### config.mk
export PLATFORM = sky130hd
export DESIGN_NAME = min_pipe_reg
export DESIGN_NICKNAME = d
export VERILOG_FILES = /design/src/rtl/min_pipe_pkg.sv /design/src/rtl/min_pipe_reg_entry.sv /design/src/rtl/min_pipe_reg.sv
export SDC_FILE = /design/constraint.sdc
export NUM_CORES = 1
export LEC_CHECK = 0
export BUFFER_PORTS_ARGS = -buffer_cell sky130_fd_sc_hd__buf_4
export CAP_MARGIN = 20
export CORE_MARGIN = 2
export CORE_UTILIZATION = 42
export DETAILED_ROUTE_END_ITERATION = 8
export PLACE_DENSITY = 0.84
export SKIP_LAST_GASP = 1
export SLEW_MARGIN = 5
export SYNTH_ARGS = -nofsm -noshare
export SYNTH_HDL_FRONTEND = slang
export SYNTH_SLANG_ARGS = --single-unit
### constraint.sdc
create_clock -name clk -period 1.7 [get_ports clk]
set_input_delay 0.085 -clock clk [delete_from_list [all_inputs] [get_ports clk]]
set_output_delay 0.085 -clock clk [all_outputs]
set_load 0.03 [all_outputs]
### src/rtl/min_pipe_pkg.sv
`default_nettype none
// ============================================================================
//  Module   : min_pipe_pkg
//  Purpose  : Shared defaults, entry layout and stage-occupancy states for
//             the minimum-search pipeline register.
//  Contents : MIN_NUM_DEF / MIN_IDX_W_DEF / MIN_VAL_W_DEF   default geometry
//             min_entry_t                                   {trigger, idx, val}
//             min_state_t                                   EMPTY / ONE / FULL
//             min_entry_width()                             flat entry width
//  Revision : 1.0  initial release
// ============================================================================
package min_pipe_pkg;

  localparam int MIN_NUM_DEF   = 4;
  localparam int MIN_IDX_W_DEF = 16;
  localparam int MIN_VAL_W_DEF = 14;

  // Entry layout at default geometry; the flat vectors used in the RTL keep
  // the same field order (trigger in the MSB, values in the LSBs).
  typedef struct packed {
    logic                                 trigger;
    logic [MIN_NUM_DEF*MIN_IDX_W_DEF-1:0] idx;
    logic [MIN_NUM_DEF*MIN_VAL_W_DEF-1:0] val;
  } min_entry_t;

  // Occupancy of the stage: nothing, main register only, main + skid.
  typedef enum logic [1:0] {
    EMPTY = 2'd0,
    ONE   = 2'd1,
    FULL  = 2'd2
  } min_state_t;

  function automatic int min_entry_width(input int num, input int idx_w, input int val_w);
    return 1 + num*idx_w + num*val_w;
  endfunction

endpackage
`default_nettype wire

### src/rtl/min_pipe_reg_entry.sv
`default_nettype none
// ============================================================================
//  Module   : min_entry_reg
//  Purpose  : Load-enabled register holding one flattened pipeline entry.
//             Clears to zero on reset; otherwise changes only when loaded.
//  Ports    : clk     clock
//             rst     synchronous active-high reset
//             i_load  capture i_d this cycle
//             i_d     entry to capture   [W-1:0]
//             o_q     held entry         [W-1:0]
//  Revision : 1.0  initial release
// ============================================================================
module min_entry_reg #(
  parameter int W = 8
) (
  input  logic         clk,
  input  logic         rst,
  input  logic         i_load,
  input  logic [W-1:0] i_d,
  output logic [W-1:0] o_q
);

  logic [W-1:0] r_q;

  always_ff @(posedge clk) begin
    if (rst) begin
      r_q <= '0;
    end else if (i_load) begin
      r_q <= i_d;
    end
  end

  assign o_q = r_q;

endmodule
`default_nettype wire

### src/rtl/min_pipe_reg.sv
`default_nettype none
// ============================================================================
//  Module   : min_pipe_reg
//  Purpose  : Valid/ready pipeline register carrying a boss-trigger flag and
//             NUM_MIN index/value candidate pairs between MIN stages.
//             Holds data under backpressure, supports synchronous flush.
//  Build    : MIN_PIPE_SKID_EN defined   -> 2-entry skid, registered in_ready
//             MIN_PIPE_SKID_EN undefined -> single stage, combinational ready
//  Ports    : clk, rst (sync, active-high), flush
//             in_valid / in_ready / in_trigger / in_idx / in_val   upstream
//             out_valid / out_ready / out_trigger / out_idx / out_val downstream
//             pair k occupies [k*IDX_W +: IDX_W] and [k*VAL_W +: VAL_W]
//  Revision : 1.0  initial release
// ============================================================================
module min_pipe_reg
  import min_pipe_pkg::*;
#(
  parameter int NUM_MIN = MIN_NUM_DEF,
  parameter int IDX_W   = MIN_IDX_W_DEF,
  parameter int VAL_W   = MIN_VAL_W_DEF
) (
  input  logic                     clk,
  input  logic                     rst,
  input  logic                     flush,
  input  logic                     in_valid,
  output logic                     in_ready,
  input  logic                     in_trigger,
  input  logic [NUM_MIN*IDX_W-1:0] in_idx,
  input  logic [NUM_MIN*VAL_W-1:0] in_val,
  output logic                     out_valid,
  input  logic                     out_ready,
  output logic                     out_trigger,
  output logic [NUM_MIN*IDX_W-1:0] out_idx,
  output logic [NUM_MIN*VAL_W-1:0] out_val
);

  localparam int ENT_W = min_entry_width(NUM_MIN, IDX_W, VAL_W);

  logic [ENT_W-1:0] w_in_ent;
  logic [ENT_W-1:0] w_main_d;
  logic [ENT_W-1:0] w_main_q;
  logic             w_main_ld;
  logic             w_acc;
  logic             w_out;

  assign w_in_ent = {in_trigger, in_idx, in_val};

  // Flush suppresses the accept even when in_ready is high.
  assign w_acc = in_valid && in_ready && !flush;
  assign w_out = out_valid && out_ready;

  min_entry_reg #(.W(ENT_W)) u_main (
    .clk    (clk),
    .rst    (rst),
    .i_load (w_main_ld),
    .i_d    (w_main_d),
    .o_q    (w_main_q)
  );

`ifdef MIN_PIPE_SKID_EN
  min_state_t       r_state;
  logic [ENT_W-1:0] w_skid_q;
  logic             w_skid_ld;

  min_entry_reg #(.W(ENT_W)) u_skid (
    .clk    (clk),
    .rst    (rst),
    .i_load (w_skid_ld),
    .i_d    (w_in_ent),
    .o_q    (w_skid_q)
  );

  // Ready depends only on the state register (and reset), never on out_ready.
  assign in_ready  = !rst && (r_state != FULL);
  assign out_valid = (r_state != EMPTY);

  always_comb begin
    w_main_ld = 1'b0;
    w_skid_ld = 1'b0;
    w_main_d  = w_in_ent;
    if (!flush) begin
      case (r_state)
        EMPTY: w_main_ld = w_acc;
        ONE: begin
          // Stalled accept spills into the skid; otherwise main reloads.
          w_skid_ld = w_acc && !w_out;
          w_main_ld = w_acc && w_out;
        end
        FULL: begin
          w_main_ld = w_out;
          w_main_d  = w_skid_q;
        end
        default: ;
      endcase
    end
  end

  always_ff @(posedge clk) begin
    if (rst) begin
      r_state <= EMPTY;
    end else if (flush) begin
      r_state <= EMPTY;
    end else begin
      case (r_state)
        EMPTY:   if (w_acc) r_state <= ONE;
        ONE: begin
          if (w_acc && !w_out)      r_state <= FULL;
          else if (!w_acc && w_out) r_state <= EMPTY;
        end
        FULL:    if (w_out) r_state <= ONE;
        default: r_state <= EMPTY;
      endcase
    end
  end
`else
  logic r_valid;

  assign in_ready  = !rst && (!r_valid || out_ready);
  assign out_valid = r_valid;

  always_comb begin
    w_main_d  = w_in_ent;
    w_main_ld = w_acc;
  end

  always_ff @(posedge clk) begin
    if (rst) begin
      r_valid <= 1'b0;
    end else if (flush) begin
      r_valid <= 1'b0;
    end else if (w_acc) begin
      r_valid <= 1'b1;
    end else if (w_out) begin
      r_valid <= 1'b0;
    end
  end
`endif

  assign out_trigger = w_main_q[ENT_W-1];
  assign out_idx     = w_main_q[ENT_W-2 -: NUM_MIN*IDX_W];
  assign out_val     = w_main_q[NUM_MIN*VAL_W-1:0];

endmodule
`default_nettype wire

# [Word level (Yosys, flattened, before mapping)]
# Index checks and enable logic that the tools add are counted.
# Widths: inputs -> output; s select.
[op_classes] n_reduce_logical=10 muxes=2
[ops] cell="$logic_and 1x1->1" n=4
[ops] cell="$logic_not 1->1" n=3
[ops] cell="$mux 1" n=2
[ops] cell="$reduce_bool 2->1" n=1
[ops] cell="$reduce_or 2->1" n=1
[ops] cell="$logic_or 1x1->1" n=1
[totals] out_inout_bits=123 ff_bits=122 elab_cells=14 input_bits=126

# [Depth between registers and ports, before layout]
# Gate-level depths: netlist of the first run.
[depth] depth_word=6 ltp_mapped=6 mapped_depth_nobuf=3

# [Cells and area by module]
# From an unflattened synthesis of the first run, not the netlist that was laid out.
[unflattened] cells_unflattened=396 hier_area_um2=4425.5
[modules_own_cells] mod="min_entry_reg" seq_area_each_um2=2422.3 cells_each=390 n_inst=1 area_per_inst_um2=4367.9
[modules_own_cells] mod="min_pipe_reg" seq_area_each_um2=20.0 cells_each=6 n_inst=1 area_per_inst_um2=57.6

# [Worst setup path after synthesis of the first run]
# OpenSTA, ideal clock, no wires.
[synth_timing] path_type="register to register" startpoint="register r_valid (netlist: out_valid)" endpoint="register u_main.r_q[100] (netlist: u_main.o_q[100])" period_less_slack_ns=1.859 arrival_time_ns=1.737 stages_incl_launch_ff=7 path_slack_ns=-0.159 path_buffers=3 required_time_ns=1.579 setup_time_ns=0.121 cell_sequence="dfxtp_1 nor2b_4 or4b_4 buf_6 buf_12 buf_12 mux2_4"
[synth_via] elab_chain_cells=5
[synth_rtl] element="start, declared" line="min_pipe_reg.sv:116" source="logic r_valid;"
[synth_rtl] element="start signal, assigned" line="min_pipe_reg.sv:128" source="r_valid <= 1'b0;"
[synth_rtl] element="start signal, assigned" line="min_pipe_reg.sv:130" source="r_valid <= 1'b0;"
[synth_rtl] element="start signal, assigned" line="min_pipe_reg.sv:132" source="r_valid <= 1'b1;"
[synth_rtl] element="$logic_not 1->1" line="min_pipe_reg.sv:118" source="assign in_ready = !rst && (!r_valid || out_ready);"
[synth_rtl] element="$logic_or 1x1->1" line="min_pipe_reg.sv:118"
[synth_rtl] element="$logic_and 1x1->1" line="min_pipe_reg.sv:118"
[synth_rtl] element="$logic_and 1x1->1 (2 in series)" line="min_pipe_reg.sv:49" source="assign w_acc = in_valid && in_ready && !flush;"
[synth_rtl] element="end signal, assigned" line="min_pipe_reg_entry.sv:29" source="r_q <= i_d;"
[synth_rtl] element="end, declared" line="min_pipe_reg_entry.sv:23" source="logic [W-1:0] r_q;"
# Every way passes these cells.
# A chain may end at the register's enable or synchronous reset.

# [Worst setup path after layout of the first run]
[layout_timing] startpoint="register r_valid (netlist: out_valid)" endpoint="register u_main.r_q[77] (netlist: u_main.o_q[77])"
# The elaborated chain is that of the path after synthesis.

==> impl_metrics.ini, run 1 <==
[critical_path]
r2r-start = out_valid
worst-r2r-cell-count = 4
r2r_end = u_main.o_q[77]
critPathKind = flop to flop
arrival_ns = 2.04
critPathLaunch = out_valid
r2r_setup_slack_ns = -0.05
path_max_fanout = 57
cp.required_ns = 1.99
critPathLaunchType = flop
crit_end = u_main.o_q[77]
endpoint_kind = flop

[logic_synthesis]
synth.distinct_cells = 12
yosysWarningCount = 0
yosys-top-cells-area = dfxtp_1 (47%), mux2_4 (26%), nor2b_1 (15%)
synth_top_family_by_area = multiplexers
yosysSeqAreaShare_pct = 46.8
synthesis.area_sq_mm = 0.00522
synth-compound-area-share_pct = 0
synth_cells = 396
synth_top_cell_by_area = dfxtp_1
synth_fp_nets = 522
synth_xor_area_share_pct = 0
synthAdderAreaFrac_pct = 0
syn_avg_cell_area_sq_um = 13.2
yosysTopAreaCellShare_pct = 46.8
synth-seq-cells = 122
synthSimpleGateAreaFrac_pct = 15.3
synthMuxAreaShare_pct = 32.6

[global_route]
grt-ovfl-total = 0
grt_start_max_net_pins = 124
grt_pass1_wl_mm = 24.1
antenna_found_initial = 0
grt_usage_pct = 23.7
grt_pass1_vias = 4773

[timing]
drv_slew = 0
fmax_mhz = 571
hold_ws_ns = 0.279
hold_violations = 0
fin_worst_skew_ns = 0.00649
tightest_slew_ns = 0.541
relSlewSlack_pct = 63.9
worst_slack_ns = -0.0506
finalCriticalPeriod_ns = 1.75
setup_viol = 67
rsz0062_at_grt = true
finalCritPeriodShare_pct = 103

[cells_and_area]
nNetsFinal = 892
final_cell_mix = buf_4 (252), dlygate4sd3_1 (123), nor2b_1 (121), dfxtp_1 (121), mux2_4 (90)
final_cells = 947
synthToLayoutAreaGrowth_pct = 72.1
diodes = 0
fill_cells = 706
final_layout_size_suffix_gt1_share_pct = 52.5
final_common_cell = buf_4

[floorplan]
start_util_pct = 43.2
core.rowCount = 40
core_sq_mm = 0.0121
ios = 249
dieHeight_microns = 115
dieArea_sq_mm = 0.0133
die_x_microns = 115

[clocking]
clock_latency_ns = 0.40
postCtsSetupBuffers = 0
post_cts_resize_count = 0
cts-root-buf = clkbuf_16
cts_tree = done
cts_buffers = 17
htreeDepth = 4
clk_path_buf_depth = 2
cts_sinks = 122
clkTransAtPathRegs_ns = 0.05

[drt]
via_per_inst = 4.57
dr.pass1.iters = 4
detail-route-antenna-nets = 0
vias = 4324
wl_per_cell_microns = 16.9
drc = 0
drt-total-wl_mm = 16.0
drt_iter0_drc = 151

[placement]
hpwl_mm = 8.78
dp.cells = 792
gp_congestion = 0.689
port_buffers = 248

[flow_run]
max_cap_violations = 0

[outcome]
violations = setup timing
status = complete, but fails checks

[power_and_ir_drop]
ir_drop_uv = 593
leakage_nw = 4.44
finalPower_mw = 8.45
p_per_area_mw_per_mm2 = 941

[worst_hold_path]
holdCritPathClass = input port to flop
[metal layers]
layer	vias up	routed length [microns]	global-route usage, %
li1	2054	-	-
met1	2042	5890	23.3
met2	185	8420	43.9
met3	43	1170	7.74
met4	0	546	12.8
met5	-	0	0
[state kept, by name (all words and copies together) (netlist names)]
register	count
u_main.o_q	121
out_valid	1
[timing repair]
action,CTS,global route
pin swaps,0,0
hold buffers,123,0
endpoints found under the setup margin,68,100
hold endpoints to repair,122,0
[critical path: stages, from the launching register on]
cell and delay (ns):
dfxtp_4 0.34, nor2b_4 0.12, or4b_4 0.53, buf_12 0.23, mux2_4 0.35
[metrics by stage]
step | TNS (ns) | area [sq um] | utilization, % | setup slack [ns]
after floorplan | -8.48 | 5220 | - | -0.0942
after global placement | 0 | 7110 | 58.9 | 0.0191
after detailed placement | -0.0348 | 7110 | 58.9 | -0.0102
after CTS | -0.506 | 8980 | 74.4 | -0.0248
after global routing | -3.56 | 8980 | 74.4 | -0.0676
final | -1.31 | 8980 | 74.4 | -0.0506
[power by group]
part | switching [mW] | internal [mW] | total (mW)
combinational | 0.692 | 0.852 | 1.54
clock | 1.23 | 2.56 | 3.79
sequential | 0.0861 | 3.03 | 3.11
total | 2.01 | 6.44 | 8.45
[cell usage after synthesis]
cell,instances
mux2_2,31
nor2b_4,1
nor2b_1,121
clkbuf_1,13
buf_2,3
mux2_4,90
nor2_1,2
buf_6,1
buf_12,10
dfxtp_1,122
nor3_1,1
or4b_4,1
[final cells by class]
class                   count  area, sq um  share of cell area [%]
flip-flops and latches    122         2450                    27.2
multi-input cells         247         2500                    27.8
repair buffers            378         3180                    35.5
clock buffers              28          568                    6.33
well taps                 168          210                    2.34
clock inverters             4         72.6                   0.808
[worst min-delay path by stage]
stage                     cells past startpoint   from              end
after detailed placement                      2  flush        out_valid
after global placement                        2  flush        out_valid
after global routing                          4    rst   u_main.o_q[30]
after floorplan                               1  flush        out_valid
final                                         4    rst  u_main.o_q[104]
after CTS                                     4    rst  u_main.o_q[104]
[kinds of logic (layout without fill, tap and decap cells)]
group         Yosys count  after routing
buf+inv                27            410
flops                 122            122
mux                   121            121
simple gates          126            126
No activity file was read; power rests on OpenSTA's default activity.
==> run 2: changes to the inputs <==
--- a/config.mk
+++ b/config.mk
@@ -6,7 +6,8 @@
 export NUM_CORES = 1
 export LEC_CHECK = 0
 export BUFFER_PORTS_ARGS = -buffer_cell sky130_fd_sc_hd__buf_4
-export CAP_MARGIN = 20
+export CAP_MARGIN = 30
+export CORE_ASPECT_RATIO = 1.75
 export CORE_MARGIN = 2
 export CORE_UTILIZATION = 42
 export DETAILED_ROUTE_END_ITERATION = 8
==> run 2 against run 1 <==
Effect of this change:
- utilization decreased by 0.19 points
- register-to-register slack improved by 0.03 ns
- clock power about the same
- the run still ends with setup timing left
- die area increased by 0.27%
- combinational power about the same
- count of clock-buffer cells in the layout decreased by 8
==> impl_metrics.ini, run 2 (same netlist as run 1, synthesis figures left out) <==
[placement]
dp.cells = 787
port_buffers = 248
dpl_cell_area_sq_mm = 0.00710
pre_cts_ws_ns = 0.00831
gp_congestion = 0.752
hpwl_mm = 9.36

[power_and_ir_drop]
combPwrFrac_pct = 18.3
intPower_mw = 6.32
pwr-share-seq_pct = 36.8
leakage_nw = 4.42
ir_drop_uv = 790
pwr-share-clk_pct = 44.9
finalPower_mw = 8.45
p_per_area_mw_per_mm2 = 943
switching_power_mw = 2.13
p_sw_share_pct = 25.2

[drt]
wl_per_cell_microns = 17.4
drt_iter0_drc = 155
via_per_inst = 4.62
vias = 4356
drc = 0
detail-route-antenna-nets = 0
dr.pass1.iters = 4
drt-total-wl_mm = 16.4

[cells_and_area]
fill_cells = 721
synthToLayoutAreaGrowth_pct = 71.8
final_common_cell = buf_4
finalInstanceArea_sq_mm = 0.00896
regArea_sq_mm = 0.00245
multi_input_area_sq_mm = 0.00250
largest_register_ffs = 121
postLayoutCoreUtil_pct = 74.2
nNetsFinal = 890
final_layout_size_suffix_gt1_share_pct = 52.6
final_cells = 943
final_cell_mix = buf_4 (249), dlygate4sd3_1 (123), nor2b_1 (121), dfxtp_1 (121), mux2_4 (90)

[timing]
hold_ws_ns = 0.321
hold_violations = 0
finalCritPeriodShare_pct = 101
fin_worst_skew_ns = 0.00466
timing.setup.tns_ns = -0.279
tightest_slew_ns = 0.532
finalCriticalPeriod_ns = 1.72
drv_slew = 0
setup_viol = 31
rsz0062_at_grt = true
relSlewSlack_pct = 64.6
worst_slack_ns = -0.0217
fmax_mhz = 581

[critical_path]
arrival_ns = 2.01
critPathLaunchType = flop
critPathKind = flop to flop
endpoint_kind = flop
cp.required_ns = 1.99
path_max_fanout = 39

[clocking]
clk_path_buf_depth = 2
clock_latency_ns = 0.40
cts_sinks = 122
htreeDepth = 4
cts-root-buf = clkbuf_16
cts_tree = done
clkTransAtPathRegs_ns = 0.06
cts_buffers = 17
postCtsSetupBuffers = 0

[floorplan]
start_util_pct = 43.2
die_x_microns = 88.2
core.rowCount = 53
ios = 249
dieHeight_microns = 151
dieArea_sq_mm = 0.0134
core_sq_mm = 0.0121

[global_route]
grt_start_max_net_pins = 124
grt_pass1_vias = 4858
antenna_found_initial = 1
grt_usage_pct = 23.7
grt-ovfl-total = 0
grt_pass1_wl_mm = 24.3

[worst_hold_path]
holdCritPathClass = input port to flop

[flow_run]
max_cap_violations = 0

[outcome]
violations = setup timing
status = complete, but fails checks
run 2: cell count changes in the layout (fill, tap and decap cells not counted), moves of 2 or more:
cell      before  now
clkbuf_8       8    3
buf_4        252  249
inv_6          0    3
clkbuf_1       2    0
clkinv_4       0    2
run 2: what timing repair did:
item,CTS,global route
setup endpoints to repair,1,100
pin swaps,0,0
gates resized for setup,0,0
endpoints found under the hold margin,122,0
hold buffers,123,0
run 2: final cells by class:
type | instances | area share (%)
timing repair buffer | 376 | 35.5
multi-input combinational | 247 | 27.9
sequential | 122 | 27.3
clock buffer | 20 | 5.21
tap | 165 | 2.30
clock inverter | 12 | 1.79
antenna | 1 | 0.0279
run 2: routing by layer:
layer / vias to the layer above / GRT usage, % / share of wire (%)
li1: 2044 / - / -
met1: 2067 / 23.2 / 35
met2: 200 / 45.1 / 56
met3: 45 / 6.59 / 6.2
met4: 0 / 10.1 / 3.2
met5: - / 0 / 0
run 2: final timing paths:
path / startpoint / to / slack, ns / cells past startpoint
max: out_valid / u_main.o_q[56] / -0.02 / 4
min: rst / u_main.o_q[103] / 0.32 / 4
max reg2reg: out_valid / u_main.o_q[56] / -0.02 / 4
min reg2reg: u_main.o_q[1] / u_main.o_q[1] / 0.60 / 2
run 2: worst max-delay path, stage by stage, from the launching register on:
cell,delay [ns]
dfxtp_4,0.34
nor2b_4,0.12
or4b_4,0.55
buf_12,0.22
mux2_4,0.33
run 2: power by group through the flow:
stage                     combinational, mW  clock (mW)  sequential (mW)
final                                  1.55        3.79             3.11
after CTS                              1.52        3.86             3.10
after global placement                 1.25           0             3.16
after global routing                   1.61        3.97             3.13
after floorplan                       0.443           0             3.47
after detailed placement               1.28           0             3.16
==> run 3: changes to the inputs <==
--- a/config.mk
+++ b/config.mk
@@ -7,11 +7,15 @@
 export LEC_CHECK = 0
 export BUFFER_PORTS_ARGS = -buffer_cell sky130_fd_sc_hd__buf_4
 export CAP_MARGIN = 30
+export CELL_PAD_IN_SITES_DETAIL_PLACEMENT = 2
+export CELL_PAD_IN_SITES_GLOBAL_PLACEMENT = 2
 export CORE_ASPECT_RATIO = 1.75
 export CORE_MARGIN = 2
-export CORE_UTILIZATION = 42
+export CORE_UTILIZATION = 26
 export DETAILED_ROUTE_END_ITERATION = 8
+export MAX_ROUTING_LAYER = met4
 export PLACE_DENSITY = 0.84
+export SETUP_SLACK_MARGIN = 0.4
 export SKIP_LAST_GASP = 1
 export SLEW_MARGIN = 5
 export SYNTH_ARGS = -nofsm -noshare
==> run 3 against run 2 <==
Effect of this change:
- the run still ends with setup timing left
- via count rose by 0.73%
- count of clock-buffer cells in the layout rose by 1
- global-route usage fell by 3.4 points
- total power rose by 2.9%
- worst hold slack got worse by 0.16 ns
- sequential share of layout area fell by 0.38 points
- final cell count rose by 8.7%
- register-to-register slack got worse by 0.05 ns
- design area rose by 1.4%
- flip-flop and latch count did not move
- die area rose by 59%
==> impl_metrics.ini, run 3 (same netlist as run 1, synthesis figures left out) <==
[outcome]
status = complete, but fails checks
violations = setup timing

[global_route]
use_met3_pct = 4.88
grt_start_max_net_pins = 124
grt_pass1_wl_mm = 31.5
grtUsageMet1_pct = 18.1
grt-ovfl-total = 0
grt_pass1_vias = 5369
antenna_found_initial = 3
grt_busiest_layer = met2
grt_usage_pct = 20.3
grt_util_met2_pct = 40.6

[clocking]
clock_latency_ns = 0.42
post_cts_resize_count = 0
cts_tree = done
cts_buffers = 17
htreeDepth = 4
cts-root-buf = clkbuf_16
cts_sinks = 122
clk_path_buf_depth = 2
clkTransAtPathRegs_ns = 0.05

[placement]
pre_cts_ws_ns = -0.0198
dpl_cell_area_sq_mm = 0.00719
port_buffers = 248
hpwl_mm = 12.0
gp_congestion = 0.736

[critical_path]
critPathLaunchType = flop
crit_chain = nor2b_4 -> or4b_4 -> buf_12 -> mux2_4
path_max_fanout = 42
slowest_stage = or4b_4
arrival_ns = 2.06
endpoint_kind = flop
critPathKind = flop to flop
critPathTopFamily = simple AND/OR/NAND/NOR gates
cp.buffers_inverters = 1
slowest_delay_ns = 0.55
cp.required_ns = 1.99

[timing]
rsz0062_at_grt = true
setup_viol = 87
finalCritPeriodShare_pct = 104
fin_worst_skew_ns = 0.00945
fmax_mhz = 565
relSlewSlack_pct = 62.8
tightest_slew_ns = 0.559
hold_violations = 0
drv_slew = 0
finalCriticalPeriod_ns = 1.77
worst_slack_ns = -0.0690

[flow_run]
max_cap_violations = 0

[cells_and_area]
regArea_sq_mm = 0.00245
finalInstanceArea_sq_mm = 0.00908
fill_cells = 1924
largest_register_ffs = 121
multi_input_area_sq_mm = 0.00250
synthToLayoutAreaGrowth_pct = 74.2
final_layout_size_suffix_gt1_share_pct = 52.5
final_cell_mix = buf_4 (249), dlygate4sd3_1 (123), nor2b_1 (121), dfxtp_1 (121), mux2_4 (90)
final_common_cell = buf_4
nNetsFinal = 890

[drt]
via_per_inst = 4.28
wl_per_cell_microns = 20.7
dr.pass1.iters = 4
vias = 4388
drc = 0
detail-route-antenna-nets = 0
drt_iter0_drc = 83
drt-total-wl_mm = 21.2

[floorplan]
core.rowCount = 68
core_sq_mm = 0.0197
die_x_microns = 111
ios = 249
dieArea_sq_mm = 0.0213
dieHeight_microns = 191
start_util_pct = 26.4

[power_and_ir_drop]
ir_drop_uv = 716
leakage_nw = 4.42
p_per_area_mw_per_mm2 = 957

[worst_hold_path]
holdCritPathClass = input port to flop
[run 3: worst reg2reg max path: cells and delay by family (launching register included)]
kind / cells / cell delay, ns
mux: 1 / 0.42
buf+inv: 1 / 0.22
simple gates: 2 / 0.68
flops: 1 / 0.34
[run 3: through the flow]
step	hold WS, ns	TNS (ns)	cells	util (%)	power, mW
floorplan	0.154	-8.48	396	-	3.91
global placement	0.255	0	866	36.4	4.43
detailed placement	0.268	-0.283	866	36.4	4.48
CTS	-0.0411	-0.915	1021	45.9	8.74
global route	0.166	-4.36	1025	46.0	9.02
finish	0.158	-2.14	1025	46.0	8.70
[run 3: cell type report]
type                       count  share of cell area [%]
timing repair buffer         376                    35.0
multi-input combinational    247                    27.5
sequential                   122                    26.9
clock buffer                  21                    5.30
tap                          245                    3.37
clock inverter                11                    1.82
antenna                        3                  0.0826
[run 3: power by group]
group	switching (mW)	leakage [nW]	internal [mW]
sequential	0.0985	1.00	3.02
combinational	0.724	3.12	0.853
clock	1.39	0.306	2.61
total	2.21	4.42	6.49
[run 3: repair_timing]
item / 4_1_cts / 5_1_grt
gates cloned: 0 / 0
setup endpoints to repair: 121 / 122
endpoints found under the hold margin: 122 / 0
setup buffers: 0 / 1
hold buffers: 123 / 0
[run 3: path summary, 6_finish.rpt]
path / cells after the start / slack, ns / to / start
hold / removal: 5 / 0.16 / out_valid / out_ready
setup / recovery: 4 / -0.07 / u_main.o_q[50] / out_valid
hold reg to reg: 2 / 0.61 / u_main.o_q[5] / u_main.o_q[5]
setup reg to reg: 4 / -0.07 / u_main.o_q[50] / out_valid
[run 3: routing by layer]
metal	vias to the layer above	part of all wire, %
li1	2047	-
met1	2135	34
met2	174	59
met3	32	4.6
met4	0	2.4
met5	-	0
